--- src/rtl/vga_mem_arbiter_if.sv ---
// Bus bundle between the VGA SRAM arbiter and its video, CPU and SRAM neighbours.
// slave = arbiter side, master = environment side (display, Wishbone CPU, SRAM).
interface vga_mem_arbiter_if;
  logic        vid_frame_start;
  logic        vid_pop;
  logic [15:0] vid_data;
  logic        vid_valid;
  logic        vid_underrun;

  logic        cpu_cyc;
  logic        cpu_stb;
  logic        cpu_we;
  logic [17:0] cpu_adr;
  logic [1:0]  cpu_sel;
  logic [15:0] cpu_dat_i;
  logic [15:0] cpu_dat_o;
  logic        cpu_ack;

  logic        mem_en;
  logic        mem_we;
  logic [1:0]  mem_sel;
  logic [17:0] mem_adr;
  logic [15:0] mem_dat_o;
  logic [15:0] mem_dat_i;

  modport slave (
    input  vid_frame_start, vid_pop,
    output vid_data, vid_valid, vid_underrun,
    input  cpu_cyc, cpu_stb, cpu_we, cpu_adr, cpu_sel, cpu_dat_i,
    output cpu_dat_o, cpu_ack,
    output mem_en, mem_we, mem_sel, mem_adr, mem_dat_o,
    input  mem_dat_i
  );

  modport master (
    output vid_frame_start, vid_pop,
    input  vid_data, vid_valid, vid_underrun,
    output cpu_cyc, cpu_stb, cpu_we, cpu_adr, cpu_sel, cpu_dat_i,
    input  cpu_dat_o, cpu_ack,
    input  mem_en, mem_we, mem_sel, mem_adr, mem_dat_o,
    output mem_dat_i
  );
endinterface

--- src/rtl/vga_mem_arbiter.sv ---
// Single-port SRAM arbiter: video prefetch FIFO vs Wishbone CPU, one access per cycle,
// issue in cycle N / data+ack in N+1; video refill is throttled by FIFO occupancy.
module vga_mem_arbiter_fifo #(
  parameter int WIDTH = 16,
  parameter int DEPTH = 4
) (
  input  logic                       clock,
  input  logic                       rst_i,
  input  logic                       flush,
  input  logic                       push,
  input  logic [WIDTH-1:0]           push_dat,
  input  logic                       pop,
  output logic [WIDTH-1:0]           pop_dat,
  output logic [$clog2(DEPTH):0]     count,
  output logic                       nonempty
);
  localparam int AW = $clog2(DEPTH);
  localparam int CW = AW + 1;
  localparam logic [CW-1:0] FULL_CNT = CW'(DEPTH);

  logic [WIDTH-1:0] store [DEPTH];
  logic [AW-1:0]    wr_ptr;
  logic [AW-1:0]    rd_ptr;
  logic             push_ok;
  logic             pop_ok;

  assign nonempty = (count != '0);
  assign pop_ok   = pop && nonempty;
  // A push into a full FIFO is accepted only when a pop frees the slot this cycle.
  assign push_ok  = push && ((count != FULL_CNT) || pop_ok);
  assign pop_dat  = nonempty ? store[rd_ptr] : '0;

  always_ff @(posedge clock) begin
    if (push_ok && !flush) begin
      store[wr_ptr] <= push_dat;
    end
  end

  always_ff @(posedge clock or negedge rst_i) begin
    if (!rst_i) begin
      wr_ptr <= '0;
      rd_ptr <= '0;
      count  <= '0;
    end else if (flush) begin
      wr_ptr <= '0;
      rd_ptr <= '0;
      count  <= '0;
    end else begin
      if (push_ok) wr_ptr <= wr_ptr + AW'(1);
      if (pop_ok)  rd_ptr <= rd_ptr + AW'(1);
      count <= count + CW'(push_ok) - CW'(pop_ok);
    end
  end
endmodule

module vga_mem_arbiter #(
  parameter int FIFO_DEPTH   = 4,
  parameter int URGENT_LEVEL = 2,
  parameter int FRAME_WORDS  = 153600
) (
  input  logic             clock,
  input  logic             rst_i,
  vga_mem_arbiter_if.slave bus
);
  localparam int CNT_W = $clog2(FIFO_DEPTH) + 1;
  localparam logic [CNT_W:0] URGENT_L = URGENT_LEVEL[CNT_W:0];
  localparam logic [CNT_W:0] DEPTH_L  = FIFO_DEPTH[CNT_W:0];
  localparam logic [17:0]    LAST_ADR = 18'(FRAME_WORDS - 1);

  typedef enum logic [1:0] {
    S_IDLE = 2'd0,
    S_VID  = 2'd1,
    S_CPU  = 2'd2
  } state_t;

  state_t           state;
  logic [17:0]      vid_adr;
  logic             underrun;
  logic [CNT_W-1:0] fifo_cnt;
  logic [CNT_W:0]   level;
  logic             fifo_nonempty;
  logic [15:0]      fifo_head;
  logic             fifo_push;
  logic             fifo_pop;
  logic             cpu_req;
  logic             vid_allowed;
  logic             grant_vid;
  logic             grant_cpu;

  // Occupancy counts the read already in flight so the FIFO can never be oversubscribed.
  assign level       = {1'b0, fifo_cnt} + (CNT_W + 1)'(state == S_VID);
  assign cpu_req     = bus.cpu_cyc && bus.cpu_stb && (state != S_CPU);
  assign vid_allowed = rst_i && !bus.vid_frame_start;

  always_comb begin
    grant_vid = 1'b0;
    grant_cpu = 1'b0;
    if (vid_allowed && (level < URGENT_L)) begin
      grant_vid = 1'b1;
    end else if (rst_i && cpu_req) begin
      grant_cpu = 1'b1;
    end else if (vid_allowed && (level < DEPTH_L)) begin
      grant_vid = 1'b1;
    end
  end

  always_comb begin
    bus.mem_en    = grant_vid || grant_cpu;
    bus.mem_we    = grant_cpu && bus.cpu_we;
    bus.mem_sel   = 2'b00;
    bus.mem_adr   = '0;
    bus.mem_dat_o = '0;
    if (grant_vid) begin
      bus.mem_sel = 2'b11;
      bus.mem_adr = vid_adr;
    end else if (grant_cpu) begin
      bus.mem_sel   = bus.cpu_sel;
      bus.mem_adr   = bus.cpu_adr;
      bus.mem_dat_o = bus.cpu_dat_i;
    end
  end

  assign bus.cpu_ack      = (state == S_CPU);
  assign bus.cpu_dat_o    = (state == S_CPU) ? bus.mem_dat_i : '0;
  assign bus.vid_valid    = fifo_nonempty;
  assign bus.vid_data     = fifo_head;
  assign bus.vid_underrun = underrun;

  // Frame start discards the returning video word and any pop in the same cycle.
  assign fifo_push = (state == S_VID) && !bus.vid_frame_start;
  assign fifo_pop  = bus.vid_pop && !bus.vid_frame_start;

  vga_mem_arbiter_fifo #(
    .WIDTH (16),
    .DEPTH (FIFO_DEPTH)
  ) u_fifo (
    .clock    (clock),
    .rst_i    (rst_i),
    .flush    (bus.vid_frame_start),
    .push     (fifo_push),
    .push_dat (bus.mem_dat_i),
    .pop      (fifo_pop),
    .pop_dat  (fifo_head),
    .count    (fifo_cnt),
    .nonempty (fifo_nonempty)
  );

  always_ff @(posedge clock or negedge rst_i) begin
    if (!rst_i) begin
      state    <= S_IDLE;
      vid_adr  <= '0;
      underrun <= 1'b0;
    end else begin
      if (grant_vid)      state <= S_VID;
      else if (grant_cpu) state <= S_CPU;
      else                state <= S_IDLE;

      if (bus.vid_frame_start) begin
        vid_adr <= '0;
      end else if (grant_vid) begin
        vid_adr <= (vid_adr == LAST_ADR) ? '0 : vid_adr + 18'd1;
      end

      if (bus.vid_pop && !fifo_nonempty && !bus.vid_frame_start) begin
        underrun <= 1'b1;
      end
    end
  end
endmodule

--- src/flat_wrapper.sv ---
// flat-port wrapper written by rule: the top's interface ports become plain ports
module vga_mem_arbiter_flat 
#(
  parameter int FIFO_DEPTH   = 4,
  parameter int URGENT_LEVEL = 2,
  parameter int FRAME_WORDS  = 153600
)
  (clock, rst_i, bus_vid_frame_start, bus_vid_pop, bus_vid_data, bus_vid_valid, bus_vid_underrun, bus_cpu_cyc, bus_cpu_stb, bus_cpu_we, bus_cpu_adr, bus_cpu_sel, bus_cpu_dat_i, bus_cpu_dat_o, bus_cpu_ack, bus_mem_en, bus_mem_we, bus_mem_sel, bus_mem_adr, bus_mem_dat_o, bus_mem_dat_i);
  vga_mem_arbiter_if bus_i ();
  input  logic clock;
  input  logic rst_i;
  input wire logic [$bits(bus_i.vid_frame_start)-1:0] bus_vid_frame_start;
  input wire logic [$bits(bus_i.vid_pop)-1:0] bus_vid_pop;
  output wire logic [$bits(bus_i.vid_data)-1:0] bus_vid_data;
  output wire logic [$bits(bus_i.vid_valid)-1:0] bus_vid_valid;
  output wire logic [$bits(bus_i.vid_underrun)-1:0] bus_vid_underrun;
  input wire logic [$bits(bus_i.cpu_cyc)-1:0] bus_cpu_cyc;
  input wire logic [$bits(bus_i.cpu_stb)-1:0] bus_cpu_stb;
  input wire logic [$bits(bus_i.cpu_we)-1:0] bus_cpu_we;
  input wire logic [$bits(bus_i.cpu_adr)-1:0] bus_cpu_adr;
  input wire logic [$bits(bus_i.cpu_sel)-1:0] bus_cpu_sel;
  input wire logic [$bits(bus_i.cpu_dat_i)-1:0] bus_cpu_dat_i;
  output wire logic [$bits(bus_i.cpu_dat_o)-1:0] bus_cpu_dat_o;
  output wire logic [$bits(bus_i.cpu_ack)-1:0] bus_cpu_ack;
  output wire logic [$bits(bus_i.mem_en)-1:0] bus_mem_en;
  output wire logic [$bits(bus_i.mem_we)-1:0] bus_mem_we;
  output wire logic [$bits(bus_i.mem_sel)-1:0] bus_mem_sel;
  output wire logic [$bits(bus_i.mem_adr)-1:0] bus_mem_adr;
  output wire logic [$bits(bus_i.mem_dat_o)-1:0] bus_mem_dat_o;
  input wire logic [$bits(bus_i.mem_dat_i)-1:0] bus_mem_dat_i;
  assign bus_i.vid_frame_start = bus_vid_frame_start;
  assign bus_i.vid_pop = bus_vid_pop;
  assign bus_vid_data = bus_i.vid_data;
  assign bus_vid_valid = bus_i.vid_valid;
  assign bus_vid_underrun = bus_i.vid_underrun;
  assign bus_i.cpu_cyc = bus_cpu_cyc;
  assign bus_i.cpu_stb = bus_cpu_stb;
  assign bus_i.cpu_we = bus_cpu_we;
  assign bus_i.cpu_adr = bus_cpu_adr;
  assign bus_i.cpu_sel = bus_cpu_sel;
  assign bus_i.cpu_dat_i = bus_cpu_dat_i;
  assign bus_cpu_dat_o = bus_i.cpu_dat_o;
  assign bus_cpu_ack = bus_i.cpu_ack;
  assign bus_mem_en = bus_i.mem_en;
  assign bus_mem_we = bus_i.mem_we;
  assign bus_mem_sel = bus_i.mem_sel;
  assign bus_mem_adr = bus_i.mem_adr;
  assign bus_mem_dat_o = bus_i.mem_dat_o;
  assign bus_i.mem_dat_i = bus_mem_dat_i;
  vga_mem_arbiter #(.FIFO_DEPTH(FIFO_DEPTH), .URGENT_LEVEL(URGENT_LEVEL), .FRAME_WORDS(FRAME_WORDS)) u_core (.clock(clock), .rst_i(rst_i), .bus(bus_i));
endmodule
--- config.mk ---
export PLATFORM = sky130hd
export DESIGN_NAME = vga_mem_arbiter_flat
export DESIGN_NICKNAME = d
export VERILOG_FILES = /design/src/rtl/vga_mem_arbiter_if.sv /design/src/rtl/vga_mem_arbiter.sv /design/src/flat_wrapper.sv
export SDC_FILE = /design/constraint.sdc
export NUM_CORES = 1
export LEC_CHECK = 0
export CORE_MARGIN = 2
export CORE_UTILIZATION = 43
export CTS_CLUSTER_SIZE = 25
export DETAILED_ROUTE_END_ITERATION = 8
export GPL_ROUTABILITY_DRIVEN = 0
export PLACE_DENSITY = 0.76
export SETUP_SLACK_MARGIN = 0.4
export SKIP_CTS_REPAIR_TIMING = 1
export SKIP_LAST_GASP = 1
export SYNTH_ARGS = -nofsm -noshare
export SYNTH_HDL_FRONTEND = slang
export SYNTH_SLANG_ARGS = --single-unit
export TNS_END_PERCENT = 50
--- constraint.sdc ---
create_clock -name clock -period 2.8 [get_ports clock]
set_input_delay 0.7 -clock clock [delete_from_list [all_inputs] [get_ports clock]]
set_output_delay 0.7 -clock clock [all_outputs]
set_load 0.05 [all_outputs]
==> results_dict.tcl <==
set metrics [dict create \
    status "finished, violations left" \
    violations "setup timing" \
    grt-ovfl-total 0 \
    worst_ir_drop_vdd_mv 0.408 \
    power_density_mw_per_mm2 608 \
    ant_nets 0 \
    yosysWarnings 0 \
    period_needed_ns 3.13 \
    drv_slew 0 \
    path_clk_slew_ns 0.09 \
    synth_area_per_cell_um2 12.0 \
    ys_seq_area_share_pct 57.6 \
    die-area_mm2 0.0114 \
    drv_cap 0 \
    grt_pass1_vias 3847 \
    grt_max_degree 29 \
    layout.nets 605 \
    cts_buffers 9 \
    num_vias 3744 \
    min_path_type "in2async" \
    ctsLongestPathBuffers 2 \
    critPathCaptureType "output pin" \
    layout-area-overhead-vs-synth_pct 59.2 \
    syn_area_mm2 0.00455 \
    synth-edff-count 64 \
    cp.arrival_ns 2.43 \
    synthesis.nets 447 \
    layout-drive-gt1-share_pct 36.6 \
    timing.final.ws_setup_ns -0.333 \
    max_slew_margin_pct 55.5 \
    synth_top_area_share_pct 42.2 \
    post-route-period-util_pct 112 \
    fin_util_pct 70.5 \
    core_area_mm2 0.0103 \
    async_flop_share_pct 30.4 \
    fp.dieH_um 107 \
    htree_num_levels 3 \
    tightestPinTransition_ns 0.661 \
    crit_family "simple AND/OR/NAND/NOR gates" \
    synth.area.top_cells "edfxtp_1 (42%), dfrtp_1 (15%), mux4_2 (7.9%)" \
    vias_per_cell 5.53 \
    crit_required_ns 2.10 \
    io_buffer_count 131 \
    drt_iter0_drc 322 \
    layout_common_cells "edfxtp_1 (64), clkdlybuf4s50_1 (58), and2_1 (48)" \
    worstSetupPathType "reg2out" \
    grt_antenna_before_repair 0 \
    fp.dieW_um 107 \
    antenna_cells 0 \
    final_cells 677 \
    ys_seq_elements 92 \
    place_inst 653 \
    initial_utilization_pct 44.3 \
    rows 37 \
    finalSetupViolations 37 \
    ios 132 \
    slowest_delay_ns 0.40 \
    cts_sinks 92 \
    dr.pass1.iters 5 \
    synth_ff_type "edfxtp_1" \
    drc 0 \
    clk_latency_ns 0.36 \
    grt_first_pass_wirelength_um 18700 \
    path_cells "and3b_1 > ha_2 > xor2_1 > a2111o_1 > or2_4 > inv_6 > buf_12 > nand2_1 > nand2_4 > buf_8" \
    rsz0062_at_grt "true" \
    cts_tree "built" \
    worstSetupStartpointType "register" \
    critPathSlowestCell "dfrtp_1" \
    grt_usage_pct 21.0 \
    skew_ns 0.0117 \
    p_leak_nw 2.72 \
    syn_inst 378 \
    tns_ns -10.07 \
    critPathMaxFanout 9 \
    synth_top_area_cell "edfxtp_1" \
    reg2reg_setup_slack_ns 0.18 \
    fmax_mhz 319 \
    hold_viol 0 \
    dp_hpwl_um 8340 \
    critPathBufInv 3 \
    final_common_cell "edfxtp_1" \
    wl_per_cell_um 17.8 \
    cts-root-buf "clkbuf_8" \
    synthDistinctLibCells 40 \
    drt-total-wl_um 12100 \
]
## where the power goes
group	internal, W	switching [W]	total, W	leakage, nW
sequential	0.00152	0.0000444	0.00156	0.957
clock	0.000414	0.000462	0.000876	0.0966
combinational	0.000793	0.00117	0.00197	1.67
## logic make-up after synthesis
| logic type | count (synthesis) | synth area share (%) |
|---|---|---|
| muxes | 17 | 8.14 |
| buffers and inverters | 36 | 3.14 |
| adders and majority gates | 10 | 2.92 |
| AOI/OAI and AO/OA | 37 | 4.98 |
| and+or+nand+nor | 177 | 21.5 |
| xor gates and xnor gates | 9 | 1.73 |
| DFF | 92 | 57.6 |
## layer usage
layer / global-route usage, % / up-vias / routed length (um)
li1: - / 1698 / -
met1: 25.7 / 1819 / 4640
met2: 36.7 / 180 / 6330
met3: 3.95 / 47 / 750
met4: 8.16 / 0 / 347
met5: 0 / - / 0
## path summary, 6_finish.rpt
| kind | from | to | depth (start not counted) |
|---|---|---|---|
| min | rst_i | u_core.vid_adr[8] | 2 |
| min in group clock | u_core.bus.vid_underrun | u_core.bus.vid_underrun | 1 |
| max reg2reg | u_core.state[0] | u_core.vid_adr[13] | 9 |
| max in group asynchronous | rst_i | u_core.u_fifo.rd_ptr[0] | 2 |
| max | u_core.state[0] | bus_mem_adr[3] | 10 |
| min reg2reg | u_core.bus.vid_underrun | u_core.bus.vid_underrun | 1 |
## worst register-to-register path, stage by stage (launching register included)
cell and delay (ns):
dfrtp_1 0.40, and3b_1 0.19, ha_2 0.17, xor2_1 0.14, a2111o_1 0.33, or2_4 0.30, buf_12 0.19, buf_4 0.20
or4b_1 0.50, a21oi_1 0.15
## registers in the layout (all words and copies together), names as in the netlist
name                     cells
u_core.u_fifo.store         64
u_core.vid_adr              18
u_core.u_fifo.count          3
u_core.state                 2
u_core.u_fifo.rd_ptr         2
u_core.u_fifo.wr_ptr         2
u_core.bus.vid_underrun      1
## stage by stage
step / area (um2) / hold WS (ns) / setup slack, ns / power (W)
after CTS: 6960 / 0.490 / -0.538 / 0.00434
after global placement: 6770 / 0.452 / -0.421 / 0.00344
after detailed placement: 6770 / 0.470 / -0.472 / 0.00347
final: 7240 / 0.444 / -0.333 / 0.00441
after global routing: 7240 / 0.480 / -0.424 / 0.00459
after floorplan: 4810 / 0.404 / -0.108 / 0.00279
## layout make-up
cell class | count | area [um2]
fillers | 725 | 3040
flip-flops and latches | 92 | 2620
repair buffers | 168 | 2100
multi-input cells | 251 | 2090
well taps | 136 | 170
clock buffers | 10 | 128
clock inverters | 6 | 65.1
inverters | 14 | 57.6
## cells in the mapped netlist, types with 2 or more instances
cell type	number
nor2_1	12
or3_1	4
ha_1	9
nor4_1	6
inv_1	14
a21oi_1	13
a22oi_1	2
nor2b_1	2
o32ai_1	5
or4b_1	2
nor4b_1	2
nand3_1	31
edfxtp_1	64
o21ai_0	12
dfrtp_1	28
xnor2_1	6
nand2_1	42
xor2_1	3
and2_1	55
mux4_2	16
buf_2	6
and3_1	3
nand4b_1	4
nor3b_1	2
nor3_1	4
nand4_1	3
clkbuf_1	13
buf_1	3
Note: power is estimated with default switching activity, not from simulation.
